### src/rtl/board_mem_arbiter_pkg.sv
// Board RAM geometry, piece codes, arbiter FSM states and the chess start-position lookup.
// Pure declarations and combinational helpers; no state.
package board_mem_arbiter_pkg;

  localparam int N_REQ    = 4;
  localparam int ADDR_W   = 6;
  localparam int DATA_W   = 4;
  localparam int RAM_LAT  = 1;
  localparam int ID_W     = $clog2(N_REQ);
  localparam int PIPE_D   = RAM_LAT + 1;
  localparam int BOARD_SQ = 1 << ADDR_W;

  typedef logic [ADDR_W-1:0] addr_t;
  typedef logic [DATA_W-1:0] piece_t;
  typedef logic [ID_W-1:0]   req_id_t;

  localparam piece_t P_EMPTY  = 4'd0;
  localparam piece_t B_PAWN   = 4'd1;
  localparam piece_t B_KNIGHT = 4'd2;
  localparam piece_t B_BISHOP = 4'd3;
  localparam piece_t B_ROOK   = 4'd4;
  localparam piece_t B_QUEEN  = 4'd5;
  localparam piece_t B_KING   = 4'd6;
  localparam piece_t W_PAWN   = 4'd7;
  localparam piece_t W_KNIGHT = 4'd8;
  localparam piece_t W_BISHOP = 4'd9;
  localparam piece_t W_ROOK   = 4'd10;
  localparam piece_t W_QUEEN  = 4'd11;
  localparam piece_t W_KING   = 4'd12;

  typedef enum logic [1:0] {
    ST_INIT  = 2'd0,
    ST_RUN   = 2'd1,
    ST_DRAIN = 2'd2
  } state_t;

  // One slot of the read-return pipeline: which requester the RAM output belongs to.
  typedef struct packed {
    logic    vld;
    req_id_t id;
  } rd_tag_t;

  function automatic piece_t back_rank(input logic [2:0] x, input logic white);
    piece_t p;
    case (x)
      3'd0, 3'd7: p = white ? W_ROOK   : B_ROOK;
      3'd1, 3'd6: p = white ? W_KNIGHT : B_KNIGHT;
      3'd2, 3'd5: p = white ? W_BISHOP : B_BISHOP;
      3'd3:       p = white ? W_QUEEN  : B_QUEEN;
      default:    p = white ? W_KING   : B_KING;
    endcase
    return p;
  endfunction

  // Square address is y*8 + x: the upper three bits select the rank.
  function automatic piece_t start_piece(input addr_t a);
    piece_t p;
    case (a[ADDR_W-1:3])
      3'd0:    p = back_rank(a[2:0], 1'b0);
      3'd1:    p = B_PAWN;
      3'd6:    p = W_PAWN;
      3'd7:    p = back_rank(a[2:0], 1'b1);
      default: p = P_EMPTY;
    endcase
    return p;
  endfunction

endpackage

### src/rtl/board_mem_arbiter_if.sv
// Requester-side bus of the board RAM arbiter: packed per-requester request fields plus shared read return.
interface board_mem_arbiter_if;
  import board_mem_arbiter_pkg::*;

  logic [N_REQ-1:0]        req;
  logic [N_REQ-1:0]        we;
  logic [N_REQ-1:0]        lock;
  logic [N_REQ*ADDR_W-1:0] addr;
  logic [N_REQ*DATA_W-1:0] wdata;
  logic [N_REQ-1:0]        gnt;
  logic [N_REQ-1:0]        rvalid;
  piece_t                  rdata;

  modport master (
    output req, we, lock, addr, wdata,
    input  gnt, rvalid, rdata
  );

  modport slave (
    input  req, we, lock, addr, wdata,
    output gnt, rvalid, rdata
  );

endinterface

### src/rtl/board_mem_arbiter_rr.sv
// Combinational round-robin pick: first asserted request at or after the pointer, wrapping.
module board_mem_arbiter_rr
  import board_mem_arbiter_pkg::*;
(
  input  logic [N_REQ-1:0] i_req,
  input  req_id_t          i_ptr,
  output logic [N_REQ-1:0] o_gnt_onehot,
  output req_id_t          o_winner,
  output logic             o_found
);

  req_id_t w_idx;

  // Scan from the farthest offset down so the nearest request after the pointer wins last.
  always_comb begin
    o_gnt_onehot = '0;
    o_winner     = '0;
    o_found      = 1'b0;
    w_idx        = '0;
    for (int k = N_REQ - 1; k >= 0; k--) begin
      w_idx = i_ptr + req_id_t'(k);
      if (i_req[w_idx]) begin
        o_winner = w_idx;
        o_found  = 1'b1;
      end
    end
    if (o_found) begin
      o_gnt_onehot[o_winner] = 1'b1;
    end
  end

endmodule

### src/rtl/board_mem_arbiter.sv
// Shares the single-port 64x4 board RAM among four requesters and loads the start position.
// Grant and RAM command are registered together; reads return RAM_LAT+1 cycles after grant; losers just wait.
module board_mem_arbiter
  import board_mem_arbiter_pkg::*;
(
  input  logic               i_clk,
  input  logic               i_reset,
  input  logic               i_init_req,
  board_mem_arbiter_if.slave io_bus,
  output logic               o_init_done,
  output addr_t              o_ram_addr,
  output piece_t             o_ram_wdata,
  output logic               o_ram_we,
  input  piece_t             i_ram_q
);

  state_t           r_state;
  state_t           w_state_nxt;
  addr_t            r_cnt;
  addr_t            w_cnt_nxt;
  req_id_t          r_ptr;
  req_id_t          w_ptr_nxt;

  logic [N_REQ-1:0] r_gnt;
  logic [N_REQ-1:0] w_gnt_nxt;
  logic             r_ram_we;
  logic             w_ram_we_nxt;
  addr_t            r_ram_addr;
  addr_t            w_ram_addr_nxt;
  piece_t           r_ram_wdata;
  piece_t           w_ram_wdata_nxt;

  rd_tag_t          r_pipe [PIPE_D];
  rd_tag_t          w_rd_tag;
  logic             w_pipe_busy;
  logic [N_REQ-1:0] r_rvalid;
  piece_t           r_rdata;

  logic [N_REQ-1:0] w_arb_gnt;
  req_id_t          w_arb_idx;
  logic             w_arb_found;
  addr_t            w_sel_addr;
  piece_t           w_sel_wdata;

  board_mem_arbiter_rr u_rr (
    .i_req        (io_bus.req),
    .i_ptr        (r_ptr),
    .o_gnt_onehot (w_arb_gnt),
    .o_winner     (w_arb_idx),
    .o_found      (w_arb_found)
  );

  assign w_sel_addr  = io_bus.addr[int'(w_arb_idx) * ADDR_W +: ADDR_W];
  assign w_sel_wdata = io_bus.wdata[int'(w_arb_idx) * DATA_W +: DATA_W];

  always_comb begin
    w_pipe_busy = 1'b0;
    for (int i = 0; i < PIPE_D; i++) begin
      w_pipe_busy = w_pipe_busy | r_pipe[i].vld;
    end
  end

  always_ff @(posedge i_clk) begin
    if (i_reset) begin
      r_state <= ST_INIT;
    end else begin
      r_state <= w_state_nxt;
    end
  end

  // Address/wdata hold their last value when idle; only ram_we qualifies a write.
  always_comb begin
    w_state_nxt     = r_state;
    w_cnt_nxt       = r_cnt;
    w_ptr_nxt       = r_ptr;
    w_gnt_nxt       = '0;
    w_ram_we_nxt    = 1'b0;
    w_ram_addr_nxt  = r_ram_addr;
    w_ram_wdata_nxt = r_ram_wdata;
    w_rd_tag        = '0;
    unique case (r_state)
      ST_INIT: begin
        w_ram_we_nxt    = 1'b1;
        w_ram_addr_nxt  = r_cnt;
        w_ram_wdata_nxt = start_piece(r_cnt);
        w_cnt_nxt       = r_cnt + addr_t'(1);
        if (r_cnt == addr_t'(BOARD_SQ - 1)) begin
          w_state_nxt = ST_RUN;
        end
      end
      ST_RUN: begin
        if (w_arb_found) begin
          w_gnt_nxt       = w_arb_gnt;
          w_ram_we_nxt    = io_bus.we[w_arb_idx];
          w_ram_addr_nxt  = w_sel_addr;
          w_ram_wdata_nxt = w_sel_wdata;
          w_rd_tag.vld    = ~io_bus.we[w_arb_idx];
          w_rd_tag.id     = w_arb_idx;
          // A locked winner keeps the pointer so it wins again next cycle.
          w_ptr_nxt       = io_bus.lock[w_arb_idx] ? w_arb_idx : w_arb_idx + req_id_t'(1);
        end
        if (i_init_req) begin
          w_state_nxt = ST_DRAIN;
        end
      end
      ST_DRAIN: begin
        if (!w_pipe_busy) begin
          w_state_nxt = ST_INIT;
          w_cnt_nxt   = '0;
        end
      end
      default: begin
        w_state_nxt = ST_INIT;
        w_cnt_nxt   = '0;
      end
    endcase
  end

  always_ff @(posedge i_clk) begin
    if (i_reset) begin
      r_cnt       <= '0;
      r_ptr       <= '0;
      r_gnt       <= '0;
      r_ram_we    <= 1'b0;
      r_ram_addr  <= '0;
      r_ram_wdata <= '0;
      r_rvalid    <= '0;
      r_rdata     <= '0;
      for (int i = 0; i < PIPE_D; i++) begin
        r_pipe[i] <= '0;
      end
    end else begin
      r_cnt       <= w_cnt_nxt;
      r_ptr       <= w_ptr_nxt;
      r_gnt       <= w_gnt_nxt;
      r_ram_we    <= w_ram_we_nxt;
      r_ram_addr  <= w_ram_addr_nxt;
      r_ram_wdata <= w_ram_wdata_nxt;
      r_pipe[0]   <= w_rd_tag;
      for (int i = 1; i < PIPE_D; i++) begin
        r_pipe[i] <= r_pipe[i-1];
      end
      // The last tag lines up with the cycle the RAM output is valid.
      r_rvalid <= '0;
      if (r_pipe[PIPE_D-1].vld) begin
        r_rvalid[r_pipe[PIPE_D-1].id] <= 1'b1;
        r_rdata                       <= i_ram_q;
      end
    end
  end

  assign io_bus.gnt    = r_gnt;
  assign io_bus.rvalid = r_rvalid;
  assign io_bus.rdata  = r_rdata;
  assign o_ram_we      = r_ram_we;
  assign o_ram_addr    = r_ram_addr;
  assign o_ram_wdata   = r_ram_wdata;
  assign o_init_done   = (r_state == ST_RUN);

endmodule

### src/flat_wrapper.sv
// flat-port wrapper written by rule: the top's interface ports become plain ports
module board_mem_arbiter_flat import board_mem_arbiter_pkg::*;
  (i_clk, i_reset, i_init_req, o_init_done, o_ram_addr, o_ram_wdata, o_ram_we, i_ram_q, io_bus_req, io_bus_we, io_bus_lock, io_bus_addr, io_bus_wdata, io_bus_gnt, io_bus_rvalid, io_bus_rdata);
  board_mem_arbiter_if io_bus_i ();
  input  logic i_clk;
  input  logic i_reset;
  input  logic i_init_req;
  output logic o_init_done;
  output addr_t o_ram_addr;
  output piece_t o_ram_wdata;
  output logic o_ram_we;
  input  piece_t i_ram_q;
  input wire logic [$bits(io_bus_i.req)-1:0] io_bus_req;
  input wire logic [$bits(io_bus_i.we)-1:0] io_bus_we;
  input wire logic [$bits(io_bus_i.lock)-1:0] io_bus_lock;
  input wire logic [$bits(io_bus_i.addr)-1:0] io_bus_addr;
  input wire logic [$bits(io_bus_i.wdata)-1:0] io_bus_wdata;
  output wire logic [$bits(io_bus_i.gnt)-1:0] io_bus_gnt;
  output wire logic [$bits(io_bus_i.rvalid)-1:0] io_bus_rvalid;
  output wire logic [$bits(io_bus_i.rdata)-1:0] io_bus_rdata;
  assign io_bus_i.req = io_bus_req;
  assign io_bus_i.we = io_bus_we;
  assign io_bus_i.lock = io_bus_lock;
  assign io_bus_i.addr = io_bus_addr;
  assign io_bus_i.wdata = io_bus_wdata;
  assign io_bus_gnt = io_bus_i.gnt;
  assign io_bus_rvalid = io_bus_i.rvalid;
  assign io_bus_rdata = io_bus_i.rdata;
  board_mem_arbiter u_core (.i_clk(i_clk), .i_reset(i_reset), .i_init_req(i_init_req), .io_bus(io_bus_i), .o_init_done(o_init_done), .o_ram_addr(o_ram_addr), .o_ram_wdata(o_ram_wdata), .o_ram_we(o_ram_we), .i_ram_q(i_ram_q));
endmodule
### config.mk
export PLATFORM = sky130hd
export DESIGN_NAME = board_mem_arbiter_flat
export DESIGN_NICKNAME = d
export VERILOG_FILES = /design/src/rtl/board_mem_arbiter_pkg.sv /design/src/rtl/board_mem_arbiter_if.sv /design/src/rtl/board_mem_arbiter_rr.sv /design/src/rtl/board_mem_arbiter.sv /design/src/flat_wrapper.sv
export SDC_FILE = /design/constraint.sdc
export NUM_CORES = 1
export LEC_CHECK = 0
export BUFFER_PORTS_ARGS = -buffer_cell sky130_fd_sc_hd__buf_2
export CAP_MARGIN = 20
export CELL_PAD_IN_SITES_DETAIL_PLACEMENT = 0
export CELL_PAD_IN_SITES_GLOBAL_PLACEMENT = 1
export CORE_MARGIN = 2
export CORE_UTILIZATION = 32
export CTS_CLUSTER_SIZE = 20
export DETAILED_ROUTE_END_ITERATION = 7
export PLACE_DENSITY = 0.74
export SLEW_MARGIN = 15
export SYNTH_ARGS = -nofsm -noshare
export SYNTH_HDL_FRONTEND = slang
export SYNTH_HIERARCHICAL = 1
export SYNTH_SLANG_ARGS = --single-unit
### constraint.sdc
create_clock -name i_clk -period 1.8 [get_ports i_clk]
set_input_delay 0.36 -clock i_clk [delete_from_list [all_inputs] [get_ports i_clk]]
set_output_delay 0.36 -clock i_clk [all_outputs]
set_load 0.1 [all_outputs]
==> results.toml, run 1 <==
[outcome]
status = "complete, but fails checks"
failed_checks = "setup timing"

[drt]
drcViolationCount = 0
wl_per_cell_um = 14.78
wl_um = 6266
routed_via_density = 5.092
num_vias = 2159
first_pass_iters = 4
ant_nets = 0
drtIter0Drc = 90

[synth]
synthAdderAreaFrac_pct = 2.941
synthArstFlopShare_pct = 0
seq_area_frac_synth_pct = 36.71
synth_top_family_by_area = "simple AND/OR/NAND/NOR gates"
synth_nets = 297
syn_area_mm2 = 0.002127
postSynthCellCount = 233
ys.flop_type = "dfxtp_1"
synth_compound_area_share_pct = 16.94
synth_warnings = 6
synthMuxAreaShare_pct = 14.06
ys_types = 55
synth_seq_cells = 39
yosys.area_share.simple_pct = 21.82
avgSynthCellArea_um2 = 9.129
synth_xor_area_share_pct = 0.8235
synth-edff-count = 0

[timing]
final_hold_viol_count = 0
timing.fmax_ghz = 0.5226
slew_headroom_pct = 62.11
fin_setup_tns_ns = -0.2699
hold_ws_ns = 0.2974
worstMarginPinSlew_ns = 0.5684
setup_viol = 6
fin_crit_ns = 1.914
rsz0062_at_grt = "yes"
fin_worst_skew_ns = 0.008003
finalMaxSlewViolations = 0
worst_slack_ns = -0.1136
period_share_pct = 106.3

[floorplanning]
dieArea_mm2 = 0.007315
ioPinCount = 83
die_w_um = 85.53
core_area_mm2 = 0.006386
die_y_um = 85.53
start_util_pct = 33.31
rows = 29

[layout]
num-nets-final = 410
drive_above_1_share_pct = 48.70
layout_common_cells = "81 x buf_2, 36 x dfxtp_1, 35 x buf_4, 29 x nor2_1, 12 x a21oi_1"
mostFrequentLayoutCell = "buf_2"
layout-area-overhead-vs-synth_pct = 46.53
diodes = 0

[clocking]
tritoncts = "done"
cts_buffers = 5
root_buffer = "clkbuf_8"
clockBufferDepth = 2
clkLatencyLatePin_ns = 0.30
htree_levels = 2
clkTransAtPathRegs_ns = 0.08
clock_sinks = 39
hold_buffers = 0

[placement]
gp_congestion = 0.8600
dp_hpwl_um = 4694
portBuffers = 82

[hold_path]
worst_hold_path.num_cells = 3
hold_end = "u_core/io_bus.rdata[1]$_SDFFE_PP0P_"
worstHoldStart = "i_ram_q[1]"
holdCritPathClass = "in -> reg"

[global_route]
grtUsageTotal_pct = 17.31
grt_overflow = 0
antenna_found_initial = 0
grt_pass1_wl_um = 9942
grt_max_degree = 17
grt_pass1_vias = 2095

[power]
ir_drop_v = 0.0005276
p_leak_uw = 0.001444
powerDensity_mw_per_mm2 = 712.5
internal-power_uw = 1643
swShare_pct = 26.03
p_comb_share_pct = 20.7
p_sw_uw = 577.9
pwr-share-seq_pct = 40.3
pwr-share-clk_pct = 39.0

[critical_path]
cp_max_fo = 5
critPathCaptureType = "flip-flop"
critPathKind = "reg -> reg"
reg2reg_depth = 7
startpoint_type = "flip-flop"
arrival_ns = 2.07
reg2reg_slack_ns = -0.11
crit_required_ns = 1.96
timing.rr.end = "u_core/o_ram_wdata[2]$_SDFFE_PP0P_"
r2r-start = "u_core/r_ptr[0]$_SDFFE_PP0P_"

[job]
cap_violations = 0
-- synthesized netlist by cell type, drive strengths merged (2+ instances only) --
cell type  number  area share (%)
xnor2           2            0.82
o22ai           4             1.2
and3            4             1.2
ha              5             2.9
a2111oi         2            0.88
or3             2            0.59
inv            12             2.1
mux2i           4             1.9
nor3b           2            0.71
nor4            3            0.88
nand2           9             1.7
o31a            2            0.82
a21oi          14             3.5
and2            7             2.1
o311a           2            0.94
a211oi          3             1.1
a21o            2             1.1
buf            11             3.7
o21ai           9             2.1
nor2           35             6.2
nor2b           9             3.1
nand2b          2            0.59
dfxtp          39              37
mux4           11              12
nand3           3            0.71
clkbuf          5            0.88
nor3           12             2.8
-- worst max-delay path, stage by stage, from the launching register on --
cell and delay (ns):
dfxtp_4 0.38, nor2b_4 0.05, nor3b_2 0.16, o22a_2 0.18, buf_12 0.12, mux4_2 0.49
o211ai_1 0.26, o32ai_2 0.14
-- registers in the layout (all words and copies together), names as in the netlist --
register	flops
u_core/r_pipe	6
u_core/r_ptr	2
u_core/io_bus.gnt	4
u_core/o_ram_we	1
u_core/o_ram_wdata	4
u_core/o_ram_addr	6
u_core/r_cnt	6
u_core/io_bus.rdata	4
u_core/r_state	2
u_core/io_bus.rvalid	4
-- final cells by class --
| cell class | count | area [µm²] |
|---|---|---|
| Clock buffer | 6 | 72.57 |
| Clock inverter | 2 | 60.06 |
| Fill cell | 626 | 3269 |
| Inverter | 12 | 45.04 |
| Multi-Input combinational cell | 166 | 1282 |
| Sequential cell | 39 | 789.5 |
| Tap cell | 77 | 96.34 |
| Timing Repair Buffer | 122 | 770.7 |
-- what timing repair did --
item / CTS / global route
setup buffers: 2 / 2
cloned: 1 / 0
setup endpoints to repair: 11 / 15
resized for setup: 13 / 14
pin swaps: 8 / 11
-- cells by family after synthesis --
logic type | count (synthesis)
AO/OA/AOI/OAI | 51
flip-flops | 39
AND/OR/NAND/NOR | 92
adder cells (fa/ha/maj) | 5
buffers and inverters | 28
multiplexers | 16
XOR/XNOR | 2
-- stage by stage --
| step | instances | total power [µW] | area [µm²] | util (%) | worst slack, ns |
|---|---|---|---|---|---|
| detailed placement | 412 | 1337 | 2853 | 44.67 | -0.3272 |
| finish | 424 | 2221 | 3117 | 48.80 | -0.1136 |
| floorplan | 233 | 1176 | 2147 | - | -0.09469 |
| CTS | 423 | 2233 | 3082 | 48.26 | -0.08896 |
| global placement | 412 | 1334 | 2853 | 44.67 | -0.2940 |
| global route | 424 | 2327 | 3117 | 48.80 | -0.1897 |
-- power groups by stage --
stage / Combinational [µW] / Sequential, µW / Clock, µW
2_1_floorplan: 166 / 1010 / 0
3_3_place_gp: 417 / 917 / 0
3_5_place_dp: 420 / 917 / 0
4_1_cts: 451 / 896 / 886
5_1_grt: 494 / 898 / 935
6_report: 459 / 895 / 866
-- per-layer routing --
metal  part of all wire, %  vias up  GRT usage [%]
met1                    43      986          21.66
li1                      -     1071              -
met5                     0        -              0
met4                   2.3        0          6.205
met3                   7.5       11          4.620
met2                    47       91          28.76
-- worst max-delay path by stage --
stage,from,end,cells past startpoint
final,u_core/r_ptr[0]$_SDFFE_PP0P_,u_core/o_ram_wdata[2]$_SDFFE_PP0P_,7
after global routing,u_core/r_ptr[0]$_SDFFE_PP0P_,u_core/o_ram_wdata[2]$_SDFFE_PP0P_,7
after CTS,u_core/r_ptr[0]$_SDFFE_PP0P_,u_core/o_ram_wdata[0]$_SDFFE_PP0P_,8
after detailed placement,io_bus_req[0],u_core/o_ram_wdata[0]$_SDFFE_PP0P_,9
after global placement,io_bus_req[0],u_core/o_ram_wdata[0]$_SDFFE_PP0P_,9
after floorplan,io_bus_req[0],u_core/o_ram_wdata[1]$_SDFFE_PP0P_,8
No activity file was read; power rests on OpenSTA's default activity.
==> inputs of run 2 (changes only) <==
Settings changed: REMOVE_ABC_BUFFERS set to 1.
==> results.toml, run 2 (synthesized netlist as in run 1, its figures left out) <==
[drt]
drcViolationCount = 0
wl_per_cell_um = 14.07
drtIter0Drc = 82
num_vias = 2100
first_pass_iters = 4
ant_nets = 0
wl_um = 5827
routed_via_density = 5.072

[layout]
mostFrequentLayoutCell = "buf_2"
drive_above_1_share_pct = 44.81
layout_common_cells = "81 x buf_2, 37 x dfxtp_1, 33 x nor2_1, 28 x buf_4, 13 x a21oi_1"
num-nets-final = 400
multiInputGateArea_mm2 = 0.001240
finalNonFillerCells = 414
ff_latch_area_um2 = 788.3
diodes = 0
fill_cells = 648
layout-area-overhead-vs-synth_pct = 38.24

[floorplanning]
rows = 29
dieArea_mm2 = 0.007315
die_y_um = 85.53
die_w_um = 85.53
ioPinCount = 83
start_util_pct = 33.31
core_area_mm2 = 0.006386

[critical_path]
arrival_ns = 2.04
slowest_delay_ns = 0.49
critPathKind = "reg -> reg"
startpoint_type = "flip-flop"
r2r-start = "u_core/r_ptr[0]$_SDFFE_PP0P_"
crit_required_ns = 1.99
cp_cell_sequence = "nor2b_4, nor3b_2, o22a_1, buf_4, mux4_2, o22ai_2, a21oi_1, o311a_1"
cp_max_fo = 4
startpoint = "u_core/r_ptr[0]$_SDFFE_PP0P_"
critPathSlowestCell = "mux4_2"
crit_buf_inv = 1
crit_family = "compound AO/OA/AOI/OAI gates"
critPathCaptureType = "flip-flop"
reg2reg_slack_ns = -0.05

[power]
p_leak_uw = 0.001364
power_uw = 2041
powerDensity_mw_per_mm2 = 694.1
ir_drop_v = 0.0004088

[timing]
slew_headroom_pct = 65.33
setup_viol = 8
rsz0062_at_grt = "yes"
period_share_pct = 102.8
fin_crit_ns = 1.851
timing.fmax_ghz = 0.5403
worstMarginPinSlew_ns = 0.5201
worst_slack_ns = -0.05094
finalMaxSlewViolations = 0
fin_setup_tns_ns = -0.2047
final_hold_viol_count = 0
fin_worst_skew_ns = 0.006099

[hold_path]
holdCritPathClass = "in -> reg"
worstHoldStart = "i_ram_q[1]"

[placement]
pre_cts_ws_ns = -0.3000
portBuffers = 82
gp_congestion = 0.7980
dp_hpwl_um = 4564
post-place-cells = 402

[clocking]
clkTransAtPathRegs_ns = 0.08
root_buffer = "clkbuf_8"
htree_levels = 2
clkLatencyLatePin_ns = 0.29
clockBufferDepth = 2
cts_buffers = 5
clock_sinks = 39
tritoncts = "done"

[outcome]
failed_checks = "setup timing"
status = "complete, but fails checks"

[global_route]
antenna_found_initial = 0
grt_pass1_vias = 1998
grt_overflow = 0
grt_max_degree = 22
grtUsageTotal_pct = 15.72
grt_pass1_wl_um = 9128

[job]
cap_violations = 0
-- run 2: cell types whose count changed in the layout (fill, tap and decap cells not counted), moves of 2 or more --
cell       delta
a2111oi_2     -2
nor2_2        -3
buf_4         -7
nor2_1        +4
buf_12        -3
-- run 2: through the flow --
step,util (%),area [µm²],hold WS (ns)
4_1_cts,45.16,2884,0.3039
5_1_grt,46.04,2940,0.3207
2_1_floorplan,-,2029,0.4138
3_5_place_dp,43.01,2746,0.4282
6_report,46.04,2940,0.3069
3_3_place_gp,43.01,2746,0.4219
-- run 2: worst min-delay path: cells and delay by family --
family / cells / cell delay [ns]
and+or+nand+nor: 1 / 0.07
buffers and inverters: 1 / 0.08
muxes: 1 / 0.06
-- run 2: worst paths after layout --
path | endpoint | cells past startpoint
worst max-delay path | u_core/o_ram_wdata[0]$_SDFFE_PP0P_ | 8
worst min-delay path | u_core/io_bus.rdata[1]$_SDFFE_PP0P_ | 3
worst max register to register | u_core/o_ram_wdata[0]$_SDFFE_PP0P_ | 8
worst min register to register | u_core/r_pipe[0][3]$_SDFF_PP0_ | 1
-- run 2: power breakdown --
group          total [µW]  switching, µW  internal (µW)  leakage [µW]
combinational         411            229            182      0.000988
clock                 736            323            413     0.0000581
sequential            894           15.3            878      0.000318
-- run 2: routing by layer --
layer | GRT usage, % | routed length (µm) | share of wire (%)
met4 | 5.195 | 77 | 1.3
met1 | 20.37 | 2643 | 45
met2 | 26.14 | 2731 | 47
met3 | 3.369 | 375 | 6.4
met5 | 0 | 0 | 0
-- run 2: area by class of cell --
cell class	count	share of cell area [%]
Clock buffer	5	2.340
Sequential cell	39	26.81
Multi-Input combinational cell	166	42.17
Clock inverter	3	1.489
Inverter	12	1.532
Tap cell	77	3.277
Timing Repair Buffer	112	22.38
-- run 2: timing repair --
item / in CTS / in global routing
resized for setup: 8 / 9
pin swaps: 4 / 6
setup buffers: 0 / 4
endpoints found under the setup margin: 12 / 13
hold buffers: 0 / 0
